### src/rtl/cdc_handshake_arbiter_if.sv
// Signal bundle between the local requesters/CDC link and the handshake arbiter.
// The master modport is the arbiter; the slave modport is the requester and far-side view.
interface cdc_handshake_arbiter_if #(
  parameter int unsigned REQ_NUM  = 4,
  parameter int unsigned ID_WIDTH = 2
);
  logic [REQ_NUM-1:0]  req_pulse;
  logic [REQ_NUM-1:0]  req_pend;
  logic [REQ_NUM-1:0]  done_pulse;
  logic                xreq;
  logic [ID_WIDTH-1:0] xid;
  logic                xack_in;
  logic                busy;

  modport master (
    input  req_pulse,
    input  xack_in,
    output req_pend,
    output done_pulse,
    output xreq,
    output xid,
    output busy
  );

  modport slave (
    output req_pulse,
    output xack_in,
    input  req_pend,
    input  done_pulse,
    input  xreq,
    input  xid,
    input  busy
  );
endinterface

### src/rtl/cdc_handshake_arbiter.sv
// Round-robin sharing of one 4-phase req/ack CDC channel among REQ_NUM pulse requesters.
// The xid output is settled for a full cycle before xreq rises.
module cdc_handshake_arbiter #(
  parameter int unsigned REQ_NUM    = 4,
  parameter int unsigned ID_WIDTH   = 2,
  parameter int unsigned SYNC_FLOPS = 3
) (
  input  logic                   clk,
  input  logic                   rst,
  cdc_handshake_arbiter_if.master bus
);

  localparam logic [2:0] ST_IDLE    = 3'd0;
  localparam logic [2:0] ST_SETUP   = 3'd1;
  localparam logic [2:0] ST_REQ     = 3'd2;
  localparam logic [2:0] ST_RELEASE = 3'd3;
  localparam logic [2:0] ST_DONE    = 3'd4;

  logic [2:0]            r_state;
  logic [SYNC_FLOPS-1:0] r_sync;
  logic [REQ_NUM-1:0]    r_pend;
  logic [REQ_NUM-1:0]    r_done;
  logic                  r_xreq;
  logic [ID_WIDTH-1:0]   r_xid;
  logic [ID_WIDTH-1:0]   r_last;

  logic                  w_ack_s;
  logic                  w_found;
  logic [ID_WIDTH-1:0]   w_grant;
  logic [REQ_NUM-1:0]    w_gmask;
  logic [REQ_NUM-1:0]    w_clr;

  assign w_ack_s = r_sync[SYNC_FLOPS-1];
  assign w_gmask = {{(REQ_NUM-1){1'b0}}, 1'b1} << r_xid;
  assign w_clr   = (r_state == ST_DONE) ? w_gmask : '0;

  // First pending index after last_grant, wrapping modulo REQ_NUM.
  always_comb begin
    int unsigned        w_idx;
    logic [REQ_NUM-1:0] w_bits;
    w_found = 1'b0;
    w_grant = '0;
    w_idx   = 0;
    w_bits  = '0;
    for (int unsigned k = 1; k <= REQ_NUM; k++) begin
      w_idx  = (32'(r_last) + k) % REQ_NUM;
      w_bits = r_pend >> w_idx;
      if (!w_found && w_bits[0]) begin
        w_found = 1'b1;
        w_grant = ID_WIDTH'(w_idx);
      end
    end
  end

  always_ff @(posedge clk) begin
    if (rst) begin
      r_state <= ST_IDLE;
      r_sync  <= '0;
      r_pend  <= '0;
      r_done  <= '0;
      r_xreq  <= 1'b0;
      r_xid   <= '0;
      r_last  <= ID_WIDTH'(REQ_NUM - 1);
    end else begin
      r_sync <= {r_sync[SYNC_FLOPS-2:0], bus.xack_in};
      // A re-pulse in the DONE cycle survives the clear.
      r_pend <= (r_pend & ~w_clr) | bus.req_pulse;
      case (r_state)
        ST_IDLE: begin
          if (w_found && !w_ack_s) begin
            r_xid   <= w_grant;
            r_state <= ST_SETUP;
          end
        end
        ST_SETUP: begin
          r_xreq  <= 1'b1;
          r_state <= ST_REQ;
        end
        ST_REQ: begin
          if (w_ack_s) begin
            r_xreq  <= 1'b0;
            r_state <= ST_RELEASE;
          end
        end
        ST_RELEASE: begin
          if (!w_ack_s) begin
            r_done  <= w_gmask;
            r_state <= ST_DONE;
          end
        end
        ST_DONE: begin
          r_done  <= '0;
          r_last  <= r_xid;
          r_state <= ST_IDLE;
        end
        default: r_state <= ST_IDLE;
      endcase
    end
  end

  assign bus.req_pend   = r_pend;
  assign bus.done_pulse = r_done;
  assign bus.xreq       = r_xreq;
  assign bus.xid        = r_xid;
  assign bus.busy       = (r_state != ST_IDLE);

endmodule

### src/flat_wrapper.sv
// flat-port wrapper written by rule: the top's interface ports become plain ports
module cdc_handshake_arbiter_flat 
#(
  parameter int unsigned REQ_NUM    = 4,
  parameter int unsigned ID_WIDTH   = 2,
  parameter int unsigned SYNC_FLOPS = 3
)
  (clk, rst, bus_req_pulse, bus_xack_in, bus_req_pend, bus_done_pulse, bus_xreq, bus_xid, bus_busy);
  cdc_handshake_arbiter_if #(.REQ_NUM(REQ_NUM), .ID_WIDTH(ID_WIDTH)) bus_i ();
  input  logic clk;
  input  logic rst;
  input wire logic [$bits(bus_i.req_pulse)-1:0] bus_req_pulse;
  input wire logic [$bits(bus_i.xack_in)-1:0] bus_xack_in;
  output wire logic [$bits(bus_i.req_pend)-1:0] bus_req_pend;
  output wire logic [$bits(bus_i.done_pulse)-1:0] bus_done_pulse;
  output wire logic [$bits(bus_i.xreq)-1:0] bus_xreq;
  output wire logic [$bits(bus_i.xid)-1:0] bus_xid;
  output wire logic [$bits(bus_i.busy)-1:0] bus_busy;
  assign bus_i.req_pulse = bus_req_pulse;
  assign bus_i.xack_in = bus_xack_in;
  assign bus_req_pend = bus_i.req_pend;
  assign bus_done_pulse = bus_i.done_pulse;
  assign bus_xreq = bus_i.xreq;
  assign bus_xid = bus_i.xid;
  assign bus_busy = bus_i.busy;
  cdc_handshake_arbiter #(.REQ_NUM(REQ_NUM), .ID_WIDTH(ID_WIDTH), .SYNC_FLOPS(SYNC_FLOPS)) u_core (.clk(clk), .rst(rst), .bus(bus_i));
endmodule
### config.mk
export PLATFORM = sky130hd
export DESIGN_NAME = cdc_handshake_arbiter_flat
export DESIGN_NICKNAME = d
export VERILOG_FILES = /design/src/rtl/cdc_handshake_arbiter_if.sv /design/src/rtl/cdc_handshake_arbiter.sv /design/src/flat_wrapper.sv
export SDC_FILE = /design/constraint.sdc
export NUM_CORES = 1
export LEC_CHECK = 0
export CAP_MARGIN = 0
export CELL_PAD_IN_SITES_DETAIL_PLACEMENT = 1
export CELL_PAD_IN_SITES_GLOBAL_PLACEMENT = 2
export CORE_MARGIN = 2
export CORE_UTILIZATION = 28
export CTS_CLUSTER_DIAMETER = 30
export DETAILED_ROUTE_END_ITERATION = 12
export GPL_TIMING_DRIVEN = 0
export PLACE_DENSITY_LB_ADDON = 0.25
export SYNTH_ARGS = -nofsm -noshare
export SYNTH_HDL_FRONTEND = slang
export SYNTH_SLANG_ARGS = --single-unit
### constraint.sdc
create_clock -name clk -period 1.7 [get_ports clk]
set_input_delay 0.255 -clock clk [delete_from_list [all_inputs] [get_ports clk]]
set_output_delay 0.255 -clock clk [all_outputs]
set_load 0.05 [all_outputs]
Yosys cells after proc, flatten, opt, wreduce, memory -nomap -nowiden. Cells that the tools add are included.

Register bits: 19. Output and inout bits: 12.

Add/subtract/negate cells: 4. Eq/ne operators: 7. Shift-type cells: 5. Muxes and demuxes: 17. Bitwise gates (word level): 3. Reduce and logical (&&, ||, !) cells: 16.

Operators by type and width (count): $shr A4 B2 Y1 (4); $pmux W3 S4 (1); $mux W3 (3); $mux W2 (4); $mux W4 (2); $pmux W4 S2 (1); $eq A3 B2 Y1 const B (2); $reduce_and A2 Y1 (3); $mux W1 (5); $add A2 B1 Y2 const B (2); $add A2 B2 Y2 const B (2); $and A4 B4 Y4 (1); $logic_and A1 B1 Y1 (4); $logic_not A1 Y1 (4); $ne A2 B1 Y1 const B (2); $not A4 Y4 (1); $or A4 B4 Y4 (1); $reduce_bool A2 Y1 (2); $shl A1 B2 Y4 const A (1); $eq A3 B1 Y1 const B (1); $eq A3 B3 Y1 const B (1); $logic_not A3 Y1 (1); $reduce_and A3 Y1 (1); $reduce_bool A3 Y1 (1); other kinds (2) (2).

Logic depth before layout (Yosys ltp).
Depth after elaboration: 15. Depth in mapped cells: 5. Depth with buffers taken out: 4.

Worst setup path before layout. No wires, ideal clock.

Kind: register to register. From: register u_core.r_pend[1], in the netlist u_core.bus.req_pend[1]. To: register u_core.r_xid[1], in the netlist u_core.bus.xid[1]. Setup time: 56 ps. Arrival time: 1414 ps. Setup slack: 230 ps. Stages on the path, launching flop included: 5. Cell sequence: dfxtp_1 nor4_1 nor3_4 nor3b_1 a21o_2.

Longest elaborated chain between the ends: 13. Elaborated cells on any way between the ends: 20. Those cells by class: shift (4); mux (8); reduce/logical (8).

Ends and longest elaborated chain: from (decl) (RTL line cdc_handshake_arbiter.sv:21) `logic [REQ_NUM-1:0] r_pend;`; from (signal assigned) (RTL line cdc_handshake_arbiter.sv:67) `r_pend <= (r_pend & ~w_clr) | bus.req_pulse;`; $shr A4 B2 Y1 (RTL line cdc_handshake_arbiter.sv:47) `w_bits = r_pend >> w_idx;`; $mux W1 (RTL line cdc_handshake_arbiter.sv:48) `if (!w_found && w_bits[0]) begin`; $logic_not A1 Y1 (RTL line cdc_handshake_arbiter.sv:48); $logic_and A1 B1 Y1 (RTL line cdc_handshake_arbiter.sv:48); $mux W1 (RTL line cdc_handshake_arbiter.sv:48); $logic_not A1 Y1 (RTL line cdc_handshake_arbiter.sv:48); $logic_and A1 B1 Y1 (RTL line cdc_handshake_arbiter.sv:48); $mux W1 (RTL line cdc_handshake_arbiter.sv:48); $logic_not A1 Y1 (RTL line cdc_handshake_arbiter.sv:48); $logic_and A1 B1 Y1 (RTL line cdc_handshake_arbiter.sv:48); $mux W1 (RTL line cdc_handshake_arbiter.sv:48); $logic_and A1 B1 Y1 (RTL line cdc_handshake_arbiter.sv:70) `if (w_found && !w_ack_s) begin`; $reduce_and A2 Y1 (no source line); to (signal assigned) (RTL line cdc_handshake_arbiter.sv:71) `r_xid <= w_grant;`; to (decl) (RTL line cdc_handshake_arbiter.sv:24) `logic [ID_WIDTH-1:0] r_xid;`.

Several ways; a longest one is shown, not always the timed one. A chain may end at the register's enable or synchronous reset.

Final worst setup path.
From: register u_core.r_state[1]. To: output port bus_busy.

Longest elaborated chain between the ends: 1.

Ends and longest elaborated chain: from (decl) (RTL line cdc_handshake_arbiter.sv:19) `logic [2:0] r_state;`; from (signal assigned) (RTL line cdc_handshake_arbiter.sv:57) `r_state <= ST_IDLE;`; from (signal assigned) (RTL line cdc_handshake_arbiter.sv:72) `r_state <= ST_SETUP;`; from (signal assigned) (RTL line cdc_handshake_arbiter.sv:77) `r_state <= ST_REQ;`; $reduce_bool A3 Y1 (RTL line cdc_handshake_arbiter.sv:105) `assign bus.busy = (r_state != ST_IDLE);`; to (decl) (RTL line flat_wrapper.sv:18) `output wire logic [$bits(bus_i.busy)-1:0] bus_busy;`.

Every way passes these cells.

==> metrics <==
Vias 754; synthesized area per cell 8.98 um^2; HPWL Detailed 1520 um; Hold Violations, Final 0; slew at the pin with the worst max-slew slack 0.729 ns; CTS Buffer Depth 2; Worst EP arrival 1.35 ns; Synth Instances 91; # IOs 19; FMAX 625 MHz; Routed Antenna Nets 0; Req. time, crit path 1.44 ns; ant diodes 0; Core ar. 0.00276 mm^2; synthesis-to-layout area growth 27.3%; worst path cell trace or3_4 -> clkbuf_2; DRT Wirelength 2120 um; Peak VDD IR 0.578 mV; Overall Power 1.01 mW; worst skew pair latency 0.30 ns; Post-layout nets 121; row count 19; Switching Share 35.0%; Crit path largest cell delay 0.42 ns; Crit. End Element output port; min Tclk post-route 1.60 ns; CTS Buf Count 3; post-synth cell types 30; DRC viols 0; layout cells sized above 1 12.4%; vias in the first global route 758; CP max FO 6; drt pass-1 iters 4; RSZ-0062 raised after global routing no; vias per cell 5.24; nature of the critical path startpoint flip-flop; clock sink count 19; root buffer cell clkbuf_4; Die X 58.0 um; I/O Buffers 18; Seq cells post-synth 19; Slew HR 51.0%; die area 0.00337 mm^2; # setup viols final 0; combinational power share 24.9%; Final Max Slew Viols 0; total grt overflow 0; Fin Setup TNS 0 ns; syn_nets 98; # Max-Cap Violations 0; WL per Instance 14.7 um; initial drt markers 14; die height 58.0 um; Fillers 334; global-route wire length before repair 3770 um; Worst path slowest cell or3_4; PD cells 969 mW/mm^2; Placer Congestion 0.664; All-Layer GR Usage 14.7%; initial core utilization 29.6%; clock network fraction of total power 23.0%; largest net degree at the start of global routing 11; Synthesis Warnings 0; leak pwr 0.432 nW; TritonCTS clock tree built; initial antenna violation count 0; status completed; Cell Area, Synth 817 um^2; r2r setup slk 0.20 ns; H-tree Lvls 1; final clock skew 0.00250 ns; Net Switching 352 uW; sequential fraction of the synthesis area 46.6%; Tcrit/Tclk final 94.2%; Min-Delay Path Class flip-flop to flip-flop; CP Class flip-flop to output port; Pint 655 uW; utilization after layout 37.7%; Sequential Power Share 52.1%; clock slew at reported path FFs 0.11 ns; hold_ws 0.454 ns
-- worst max-delay path: cells and delay by family, from the launching register on --
family | cells | cell delay [ns]
flip-flops | 1 | 0.38
buffers and inverters | 1 | 0.25
AND/OR/NAND/NOR | 1 | 0.42
-- final cells by class --
type / count / area [um^2] / share of cell area (%)
Multi-Input combinational cell: 63 / 395 / 38.0
Timing Repair Buffer: 18 / 154 / 14.8
Inverter: 6 / 22.5 / 2.17
Tap cell: 31 / 38.8 / 3.73
Sequential cell: 19 / 380 / 36.6
Buffer: 3 / 22.5 / 2.17
Clock buffer: 4 / 26.3 / 2.53
-- power groups by stage --
stage / Sequential [mW] / Clock [mW] / Combinational [mW]
2_1_floorplan: 0.584 / 0 / 0.124
3_3_place_gp: 0.535 / 0 / 0.268
3_5_place_dp: 0.535 / 0 / 0.273
4_1_cts: 0.524 / 0.242 / 0.257
5_1_grt: 0.532 / 0.262 / 0.276
6_report: 0.525 / 0.232 / 0.251
-- registers in the layout, indices dropped and copies added, names as in the netlist --
| name | cells |
|---|---|
| u_core.r_last | 2 |
| u_core.bus.req_pend | 4 |
| u_core.bus.xreq | 1 |
| u_core.r_sync | 3 |
| u_core.bus.xid | 2 |
| u_core.r_state | 3 |
| u_core.bus.done_pulse | 4 |
-- per-layer routing --
layer  vias up  wire [um]  GRT usage, %
met3         2         79          4.02
li1        374          -             -
met5         -          0             0
met4         0         10          2.99
met1       365       1090          20.9
met2        13        935          22.2
-- synthesized netlist by cell type --
master	number	area, um^2
dfxtp_1	19	380
a21oi_1	10	50.1
inv_1	6	22.5
nand2_1	6	22.5
nor2_1	5	18.8
o21ai_0	5	25.0
nand3_1	4	20.0
nor2b_1	3	18.8
or3_1	3	18.8
a211o_1	2	17.5
a21o_2	2	17.5
a221oi_1	2	17.5
and3_1	2	12.5
clkbuf_1	2	7.51
nand2b_1	2	12.5
nor3_1	2	10.0
nor3b_1	2	15.0
nor4_1	2	12.5
a211oi_1	1	7.51
a311oi_1	1	8.76
clkbuf_8	1	13.8
nand2b_4	1	13.8
nand3b_1	1	7.51
nand4_1	1	6.26
nor3_4	1	16.3
nor4b_1	1	8.76
o2bb2ai_1	1	8.76
o31ai_1	1	7.51
or2b_1	1	7.51
or3_4	1	11.3
-- final timing paths --
kind | depth (start not counted) | from | to
worst max-delay path | 2 | u_core.r_state[1]$_SDFFE_PP0P_ | bus_busy
worst min-delay path | 1 | u_core.r_sync[1]$_SDFF_PP0_ | u_core.r_sync[2]$_SDFF_PP0_
worst max register to register | 4 | u_core.bus.req_pend[1]$_SDFF_PP0_ | u_core.bus.xid[1]$_SDFFE_PP0P_
worst min register to register | 1 | u_core.r_sync[1]$_SDFF_PP0_ | u_core.r_sync[2]$_SDFF_PP0_
-- per-stage QoR --
stage / cells / instance area (um^2) / setup slack, ns
global placement: 140 / 1040 / -0.0182
finish: 144 / 1040 / 0.0992
global route: 144 / 1040 / 0.0334
detailed placement: 140 / 1040 / -0.0178
floorplan: 91 / 817 / 0.230
CTS: 144 / 1050 / -0.0870
-- cells in the final DEF (no fill, tap or decap), types with 2 or more instances in the layout --
cell,Yosys,layout
dfxtp_1,19,19
a21oi_1,10,10
dlygate4sd2_1,0,9
nand2_1,6,6
inv_1,6,6
clkdlybuf4s50_1,0,6
o21ai_0,5,5
clkbuf_2,0,4
nor2_1,5,4
nand3_1,4,4
or3_1,3,3
nor2b_1,3,3
clkbuf_4,0,3
clkbuf_1,2,2
nor3_1,2,2
and3_1,2,2
a211o_1,2,2
nor4_1,2,2
a221oi_1,2,2
nor3b_1,2,2
a21o_2,2,2
nand2b_1,2,2
-- logic make-up after synthesis --
logic type / count (synthesis) / synth area share (%)
buffers and inverters: 9 / 5.36
DFF: 19 / 46.6
AOI/OAI and AO/OA: 25 / 19.6
and+or+nand+nor: 38 / 28.5
-- what timing repair did --
item / CTS / global route
hold endpoints to repair: 0 / 0
resized for setup: 13 / 8
setup endpoints to repair: 12 / 8
hold buffers: 0 / 0
buffers inserted: 0 / 0
Power figures use the tool's default switching activity.
